$ cat config.mk
export PLATFORM = sky130hd
export DESIGN_NAME = seg_scan_ctrl
export DESIGN_NICKNAME = d
export VERILOG_FILES = /design/src/rtl/seg_pkg.sv /design/src/rtl/seg_lz_mask.sv /design/src/rtl/seg_scan_ctrl.sv
export SDC_FILE = /design/constraint.sdc
export NUM_CORES = 1
export LEC_CHECK = 0
export CAP_MARGIN = 0
export CORE_ASPECT_RATIO = 2
export CORE_MARGIN = 1
export CORE_UTILIZATION = 40
export DETAILED_ROUTE_END_ITERATION = 8
export PLACE_DENSITY = 0.66
export REMOVE_ABC_BUFFERS = 1
export SYNTH_ARGS = -nofsm -noshare
export SYNTH_HDL_FRONTEND = slang
export SYNTH_SLANG_ARGS = --single-unit
$ cat constraint.sdc
create_clock -name clk_fast_out -period 1.99 [get_ports clk_fast_out]
set_input_delay 0.2985 -clock clk_fast_out [delete_from_list [all_inputs] [get_ports clk_fast_out]]
set_output_delay 0.2985 -clock clk_fast_out [all_outputs]
set_load 0.005 [all_outputs]
$ cat src/rtl/seg_pkg.sv
// Shared definitions for the 7-segment scan controller: FSM encoding,
// blank code and default slot timing.
package seg_pkg;

  typedef enum logic {
    ST_GUARD = 1'b0,
    ST_ON    = 1'b1
  } seg_state_t;

  localparam logic [3:0] BLANK_CODE = 4'hF;

  localparam int DEF_NDIG        = 4;
  localparam int DEF_ON_TICKS    = 4;
  localparam int DEF_GUARD_TICKS = 1;

endpackage

$ cat src/rtl/seg_lz_mask.sv
// Leading-zero suppression: marks which digits of the active frame may be
// lit. Digit 0 is always visible so an all-zero frame still reads "0".
module seg_lz_mask #(
  parameter int NDIG = 4
) (
  input  logic [4*NDIG-1:0] frame,
  input  logic              lz_en,
  output logic [NDIG-1:0]   show
);

  logic zero_above;

  always_comb begin
    show       = '1;
    zero_above = 1'b1;
    if (lz_en) begin
      // Walk from the most significant digit down; suppression stops at the
      // first non-zero digit.
      for (int i = NDIG - 1; i >= 1; i--) begin
        zero_above = zero_above & (frame[4*i +: 4] == 4'd0);
        show[i]    = ~zero_above;
      end
    end
  end

endmodule

$ cat src/rtl/seg_scan_ctrl.sv
// Time-multiplexed scan of a common-anode digit bank with guard slots and a
// frame-synchronous load handshake for the displayed digits.
module seg_scan_ctrl
  import seg_pkg::*;
#(
  parameter int NDIG        = DEF_NDIG,
  parameter int ON_TICKS    = DEF_ON_TICKS,
  parameter int GUARD_TICKS = DEF_GUARD_TICKS
) (
  input  logic              clk_fast_out,
  input  logic              rst,
  input  logic [4*NDIG-1:0] din,
  input  logic [NDIG-1:0]   en_mask,
  input  logic              lz_en,
  input  logic              load_req,
  output logic              load_ack,
  output logic [NDIG-1:0]   scan,
  output logic [3:0]        bcd_out,
  output logic              blank,
  output logic              frame_done
);

  localparam int MAX_TICKS = (ON_TICKS > GUARD_TICKS) ? ON_TICKS : GUARD_TICKS;
  localparam int TW        = $clog2(MAX_TICKS + 1);
  localparam int IW        = $clog2(NDIG);

  seg_state_t        state;
  logic [TW-1:0]     tick;
  logic [IW-1:0]     idx;
  logic [4*NDIG-1:0] active;
  logic [NDIG-1:0]   show;

  logic [3:0]        cur_digit;
  logic              cur_en;
  logic              cur_show;
  logic              visible;
  logic [NDIG-1:0]   onehot;

  seg_lz_mask #(.NDIG(NDIG)) u_lz_mask (
    .frame (active),
    .lz_en (lz_en),
    .show  (show)
  );

  always_comb begin
    cur_digit = 4'd0;
    cur_en    = 1'b0;
    cur_show  = 1'b0;
    onehot    = '0;
    for (int i = 0; i < NDIG; i++) begin
      if (idx == IW'(i)) begin
        cur_digit = active[4*i +: 4];
        cur_en    = en_mask[i];
        cur_show  = show[i];
        onehot[i] = 1'b1;
      end
    end
    visible = cur_en & cur_show & (cur_digit <= 4'd9);
  end

  always_ff @(posedge clk_fast_out or posedge rst) begin
    if (rst) begin
      state      <= ST_GUARD;
      tick       <= '0;
      idx        <= '0;
      active     <= '0;
      scan       <= '0;
      bcd_out    <= 4'd0;
      blank      <= 1'b1;
      load_ack   <= 1'b0;
      frame_done <= 1'b0;
    end else begin
      frame_done <= 1'b0;
      load_ack   <= 1'b0;
      case (state)
        ST_GUARD: begin
          if (tick == TW'(GUARD_TICKS - 1)) begin
            tick    <= '0;
            state   <= ST_ON;
            // Out-of-range codes never reach the decoder.
            bcd_out <= (cur_digit <= 4'd9) ? cur_digit : BLANK_CODE;
            scan    <= visible ? onehot : '0;
            blank   <= ~visible;
          end else begin
            tick <= tick + 1'b1;
          end
        end
        ST_ON: begin
          if (tick == TW'(ON_TICKS - 1)) begin
            tick  <= '0;
            state <= ST_GUARD;
            scan  <= '0;
            blank <= 1'b1;
            if (idx == IW'(NDIG - 1)) begin
              // Frame boundary: the only point where the active frame changes.
              idx        <= '0;
              frame_done <= 1'b1;
              if (load_req) begin
                active   <= din;
                load_ack <= 1'b1;
              end
            end else begin
              idx <= idx + 1'b1;
            end
          end else begin
            tick <= tick + 1'b1;
          end
        end
        default: state <= ST_GUARD;
      endcase
    end
  end

endmodule

==> impl_metrics.json, run 1 <==
{
  "run_status": "completed",
  "wire_per_inst_um": 12.91,
  "crit_slowest_cell": "dfrtp_2",
  "tightestPinTransition_ns": 0.4935,
  "endpoint": "bcd_out[0]",
  "die_h_um": 91.10,
  "io_pins": 35,
  "cp-startpoint": "idx[0]",
  "htreeDepth": 2,
  "slew_headroom": 0.6685,
  "grt-ovfl-total": 0,
  "cp_max_fo": 6,
  "drv_cap": 0,
  "core_mm2": 0.003844,
  "seqCellArea_um2": 828.3,
  "syn_area_mm2": 0.001588,
  "syn2layout_area_growth_pct": 33.65,
  "multi_input_area_um2": 709.4,
  "fin_crit_ns": 1.896,
  "drtIter0Drc": 35,
  "drt-total-wl_um": 3486,
  "clkTransAtPathRegs_ns": 0.07,
  "ys_seq_area_frac": 0.5209,
  "post-route-period-util": 0.9526,
  "regToRegSetupSlack_ns": 0.09,
  "slowest_delay_ns": 0.41,
  "antenna_found_initial": 0,
  "fillerInstances": 392,
  "first_pass_iters": 5,
  "crit_chain": "inv_1 > ha_1 > buf_4 > nor2_2 > a31oi_1 > o21a_4 > o32a_1",
  "portBuffers": 34,
  "cts_tree": "yes",
  "ir_drop_v": 0.0004945,
  "end_kind": "flip-flop",
  "rsz0062_at_grt": "false",
  "hold_class": "primary input to asynchronous set/reset pin",
  "startpoint_type": "flip-flop",
  "cts.sinks": 33,
  "power_density_mw_per_mm2": 637.3,
  "ys_ff_latch": 33,
  "viasPerCell": 5.067,
  "start_util": 0.4131,
  "ant_nets": 0,
  "path_class": "flip-flop to flip-flop",
  "setup_violations": 0,
  "rows": 32,
  "tns_ns": 0,
  "synthCells": 175,
  "numCtsBuffers": 5,
  "antennaDiodeCount": 0,
  "gp_congestion": 0.8830,
  "fmax_mhz": 527.5,
  "cts_max_path_buffers": 2,
  "vias": 1368,
  "grt_pass1_wl_um": 5802,
  "first_global_vias": 1346,
  "drc": 0,
  "hold_viol": 0,
  "p_leak_nw": 1.023,
  "hold_buffers": 0,
  "fin_nets": 250,
  "required_ns": 2.16,
  "cts_root_buffer": "clkbuf_8",
  "synth_warnings": 0,
  "finClkSkew_ns": 0.006757,
  "worst_r2r_endpoint": "bcd_out[0]",
  "fp.dieArea_mm2": 0.004241,
  "r2r_start": "idx[0]",
  "arrival_ns": 2.07,
  "clk_latency_ns": 0.29,
  "reg2regPathDepth": 7,
  "drv_slew": 0,
  "dpl.hpwl_um": 2736,
  "fin_util": 0.5521,
  "yosysUniqueCellTypes": 32,
  "syn-mean-instance-area_um2": 9.073,
  "grt_max_degree": 34,
  "die_width_um": 46.55,
  "track_usage": 0.1888,
  "drive_gt1_frac": 0.1142
}
==> cells in the mapped netlist (all sizes together) <==
cell / n / share of area
nor2b: 2 / 0.0079
a221oi: 1 / 0.0055
and3: 1 / 0.0039
dfstp: 1 / 0.017
nor2: 5 / 0.012
o32a: 2 / 0.013
or2: 1 / 0.0039
clkbuf: 1 / 0.0024
o221a: 1 / 0.0071
dfrtp: 32 / 0.50
clkinv: 1 / 0.0024
nand4: 1 / 0.0039
a221o: 1 / 0.0063
buf: 4 / 0.014
nand2: 62 / 0.15
a31oi: 2 / 0.0079
o22ai: 2 / 0.0079
nor4: 3 / 0.012
nand2b: 2 / 0.0079
a21oi: 8 / 0.025
o21a: 1 / 0.0055
mux2: 2 / 0.014
o31ai: 4 / 0.019
nand3: 3 / 0.0095
ha: 8 / 0.063
nor3: 2 / 0.0063
o21ai: 3 / 0.0095
and2: 1 / 0.0039
inv: 11 / 0.026
a21o: 2 / 0.0095
nand3b: 5 / 0.024
==> through the flow <==
stage	setup WS (ns)	cells	hold slack [ns]	area (um2)	total power, mW
after global placement	0.1323	262	0.4487	2018	0.8832
final	0.09430	270	0.3927	2122	1.352
after CTS	0.02951	270	0.4188	2101	1.367
after detailed placement	0.04566	262	0.4553	2018	0.8875
after floorplan	0.01622	170	0.4039	1562	0.7947
after global routing	0.005538	270	0.4563	2122	1.415
==> placed cells by master, fill, tap and decap left out, types with 2 or more instances in the layout <==
cell / n
o21ai_0: 3
nand2_1: 62
clkinv_2: 2
o32a_1: 2
nor4_1: 3
ha_1: 6
dfrtp_1: 31
a21o_1: 2
clkdlybuf4s50_1: 34
mux2_2: 2
inv_1: 11
nor3_1: 2
ha_2: 2
clkbuf_8: 5
nor2_1: 4
nor2b_1: 2
o22ai_1: 2
a21oi_1: 8
nand2b_1: 2
nand3b_1: 5
nand3_1: 3
buf_4: 7
o31ai_1: 4
==> worst min path at each step <==
stage	from	to	slack, ns
2_1_floorplan	din[0]	active[0]	0.40
3_3_place_gp	tick[0]	tick[0]	0.45
3_5_place_dp	tick[0]	tick[0]	0.46
4_1_cts	rst	active[1]	0.42
5_1_grt	rst	bcd_out[2]	0.46
6_report	rst	bcd_out[2]	0.39
==> registers in the layout (all words and copies together) (netlist names) <==
| name | flops |
|---|---|
| tick | 3 |
| scan | 4 |
| load_ack | 1 |
| bcd_out | 4 |
| state | 1 |
| active | 16 |
| frame_done | 1 |
| blank | 1 |
| idx | 2 |
==> logic make-up after synthesis <==
kind of cell             count (synthesis)  synth area share
AO/OA/AOI/OAI                           27            0.1158
adder cells (fa/ha/maj)                  8           0.06304
buffers and inverters                   17           0.04491
flip-flops                              33            0.5209
multiplexers                             2           0.01418
AND/OR/NAND/NOR                         88            0.2411
==> power breakdown <==
group          switching (mW)  internal, mW  total (mW)
Sequential             0.0253         0.707       0.732
Combinational          0.0571        0.0866       0.144
Clock                   0.235         0.242       0.476
Total                   0.317          1.04        1.35
==> worst max-delay path: cells and delay by family (launching register included) <==
| kind | cells | cell delay, ns |
|---|---|---|
| AOI/OAI and AO/OA | 3 | 0.75 |
| and+or+nand+nor | 1 | 0.14 |
| buffers and inverters | 2 | 0.24 |
| DFF | 1 | 0.41 |
| adders and majority gates | 1 | 0.24 |
==> final cells by class <==
cell class,count,area share
clock buffer,6,0.03420
tap,51,0.03007
timing repair buffer,41,0.1851
multi-input combinational,125,0.3343
inverter,12,0.02123
sequential,33,0.3903
clock inverter,2,0.004717
==> layer usage <==
layer	GRT usage	vias to the layer above	wire length, um
met5	0	-	0
met4	0.09314	0	78
met3	0.04175	7	151
met2	0.3322	38	2011
met1	0.1907	657	1244
li1	-	666	-
==> what timing repair did <==
action / 4_1_cts / 5_1_grt
resized for setup: 0 / 6
setup buffers: 0 / 0
setup endpoints to repair: 0 / 6
No activity file was read; power rests on OpenSTA's default activity.
==> run 2: changes to the inputs <==
- CORE_UTILIZATION: 40 -> 53
- PLACE_DENSITY: 0.66 -> 0.83
- clock period: 1.99 -> 2.4 ns (I/O delays scaled with it)
==> run 2 against run 1 <==
Compared with the run above: worst hold slack gained 0.054 ns; global-route usage grew 8.0 points; utilization grew 18 points; critical endpoint unchanged; non-clock buffer count shrank 4; critical path type unchanged.
==> impl_metrics.json, run 2 (synthesized netlist as in run 1, its figures left out) <==
{
  "htreeDepth": 2,
  "wire_per_inst_um": 14.21,
  "p_leak_nw": 1.011,
  "seqPwrFrac": 0.516,
  "path_class": "flip-flop to flip-flop",
  "largest_reg_flops": 16,
  "drtIter0Drc": 44,
  "rows": 27,
  "fin_cells": 244,
  "tightestPinTransition_ns": 0.4782,
  "die_h_um": 79.41,
  "final_area_mm2": 0.002062,
  "hold_viol": 0,
  "hold_class": "primary input to asynchronous set/reset pin",
  "slowest_delay_ns": 0.42,
  "syn2layout_area_growth_pct": 29.87,
  "antennaDiodeCount": 0,
  "antenna_found_initial": 0,
  "required_ns": 2.57,
  "cts_root_buffer": "clkbuf_8",
  "cp_max_fo": 11,
  "grt-ovfl-total": 0,
  "crit_chain": "ha_1 > nand2b_1 > inv_1 > a221o_1 > o21a_2 > o32a_1",
  "tns_ns": 0,
  "setup_violations": 0,
  "final_cell_mix": "62 x nand2_1, 34 x clkdlybuf4s50_1, 32 x dfrtp_1",
  "ctsResizeCount": 0,
  "fin_nets": 246,
  "drt-total-wl_um": 3467,
  "clkPwrFrac": 0.385,
  "dpl.hpwl_um": 2623,
  "end_kind": "flip-flop",
  "drv_slew": 0,
  "drv_cap": 0,
  "io_pins": 35,
  "arrival_ns": 2.27,
  "crit_slowest_cell": "dfrtp_1",
  "fp.dieArea_mm2": 0.003232,
  "cpLargestDelayFamily": "compound AO/OA/AOI/OAI gates",
  "portBuffers": 34,
  "p_sw_frac": 0.2237,
  "combPwrFrac": 0.099,
  "rsz0062_at_grt": "false",
  "seqCellArea_um2": 827.0,
  "cts.sinks": 33,
  "finClkSkew_ns": 0.004116,
  "fin_crit_ns": 2.094,
  "core_mm2": 0.002804,
  "fmax_mhz": 477.6,
  "first_pass_iters": 4,
  "grt_pass1_wl_um": 5885,
  "p_sw_uw": 263.6,
  "slew_headroom": 0.6787,
  "drive_gt1_frac": 0.07907,
  "mostFrequentLayoutCell": "nand2_1",
  "drc": 0,
  "die_width_um": 40.70,
  "vias": 1353,
  "cts_max_path_buffers": 2,
  "clk_latency_ns": 0.29,
  "place_inst": 236,
  "top_register": "active",
  "first_global_vias": 1411,
  "ir_drop_v": 0.0006624,
  "viasPerCell": 5.545,
  "holdWs_ns": 0.4466,
  "gp_congestion": 0.8828,
  "top_regs": "active: 16 flops, bcd_out: 4 flops, scan: 4 flops",
  "hold_buffers": 0,
  "cts_tree": "yes",
  "multi_input_area_um2": 689.4,
  "startpoint_type": "flip-flop",
  "grt_max_degree": 34,
  "start_util": 0.5663,
  "place_area_mm2": 0.001961,
  "crit_buf_inv": 1,
  "clkTransAtPathRegs_ns": 0.07,
  "numCtsBuffers": 5,
  "ant_nets": 0,
  "fin_util": 0.7354,
  "track_usage": 0.2688,
  "run_status": "completed",
  "power_density_mw_per_mm2": 571.6,
  "post_cts_buffers": 0,
  "fillerInstances": 221,
  "cell_internal_pwr_uw": 915.1,
  "post-route-period-util": 0.8725
}
[run 2: changes by cell type in the layout (fill, tap and decap cells not counted), moves of 2 or more]
cell and change:
buf_4 -4, clkbuf_8 +2, ha_1 +2, ha_2 -2
[run 2: worst register-to-register path, cell delays in order (launching register included)]
cell      delay, ns
dfrtp_1        0.42
ha_1           0.38
nand2b_1       0.22
inv_1          0.06
a221o_1        0.38
o21a_2         0.18
o32a_1         0.35
[run 2: stage by stage]
stage	setup slack (ns)	power, mW
2_1_floorplan	0.4262	0.6589
3_3_place_gp	0.4604	0.7295
3_5_place_dp	0.3534	0.7342
4_1_cts	0.3300	1.187
5_1_grt	0.1938	1.232
6_report	0.3060	1.179
[run 2: area by class of cell]
| type | count | area share |
|---|---|---|
| tap | 29 | 0.01760 |
| sequential | 33 | 0.4011 |
| inverter | 12 | 0.02184 |
| multi-input combinational | 125 | 0.3343 |
| timing repair buffer | 37 | 0.1760 |
| clock inverter | 1 | 0.002427 |
| clock buffer | 7 | 0.04672 |
[run 2: power by group through the flow]
stage	clock, mW	combinational (mW)	sequential [mW]
4_1_cts	0.462	0.118	0.608
3_3_place_gp	0	0.114	0.616
6_report	0.454	0.117	0.608
2_1_floorplan	0	0.0471	0.612
5_1_grt	0.490	0.132	0.611
3_5_place_dp	0	0.116	0.618
[run 2: worst paths after layout]
check                         from         end  slack (ns)  cells past startpoint
max                         idx[0]  bcd_out[0]        0.31                      6
min                            rst       state        0.45                      3
max reg2reg                 idx[0]  bcd_out[0]        0.31                      6
min reg2reg                tick[0]     tick[0]        0.47                      1
max in group asynchronous      rst       blank        1.63                      3
min in group clk_fast_out  tick[0]     tick[0]        0.47                      1
[run 2: per-layer routing]
layer  vias to the layer above  routed length, um  global-route usage
met1                       641               1247              0.2732
met4                         0                151              0.1700
met3                        14                153             0.08357
met5                         -                  0                   0
met2                        39               1914              0.4365
li1                        659                  -                   -
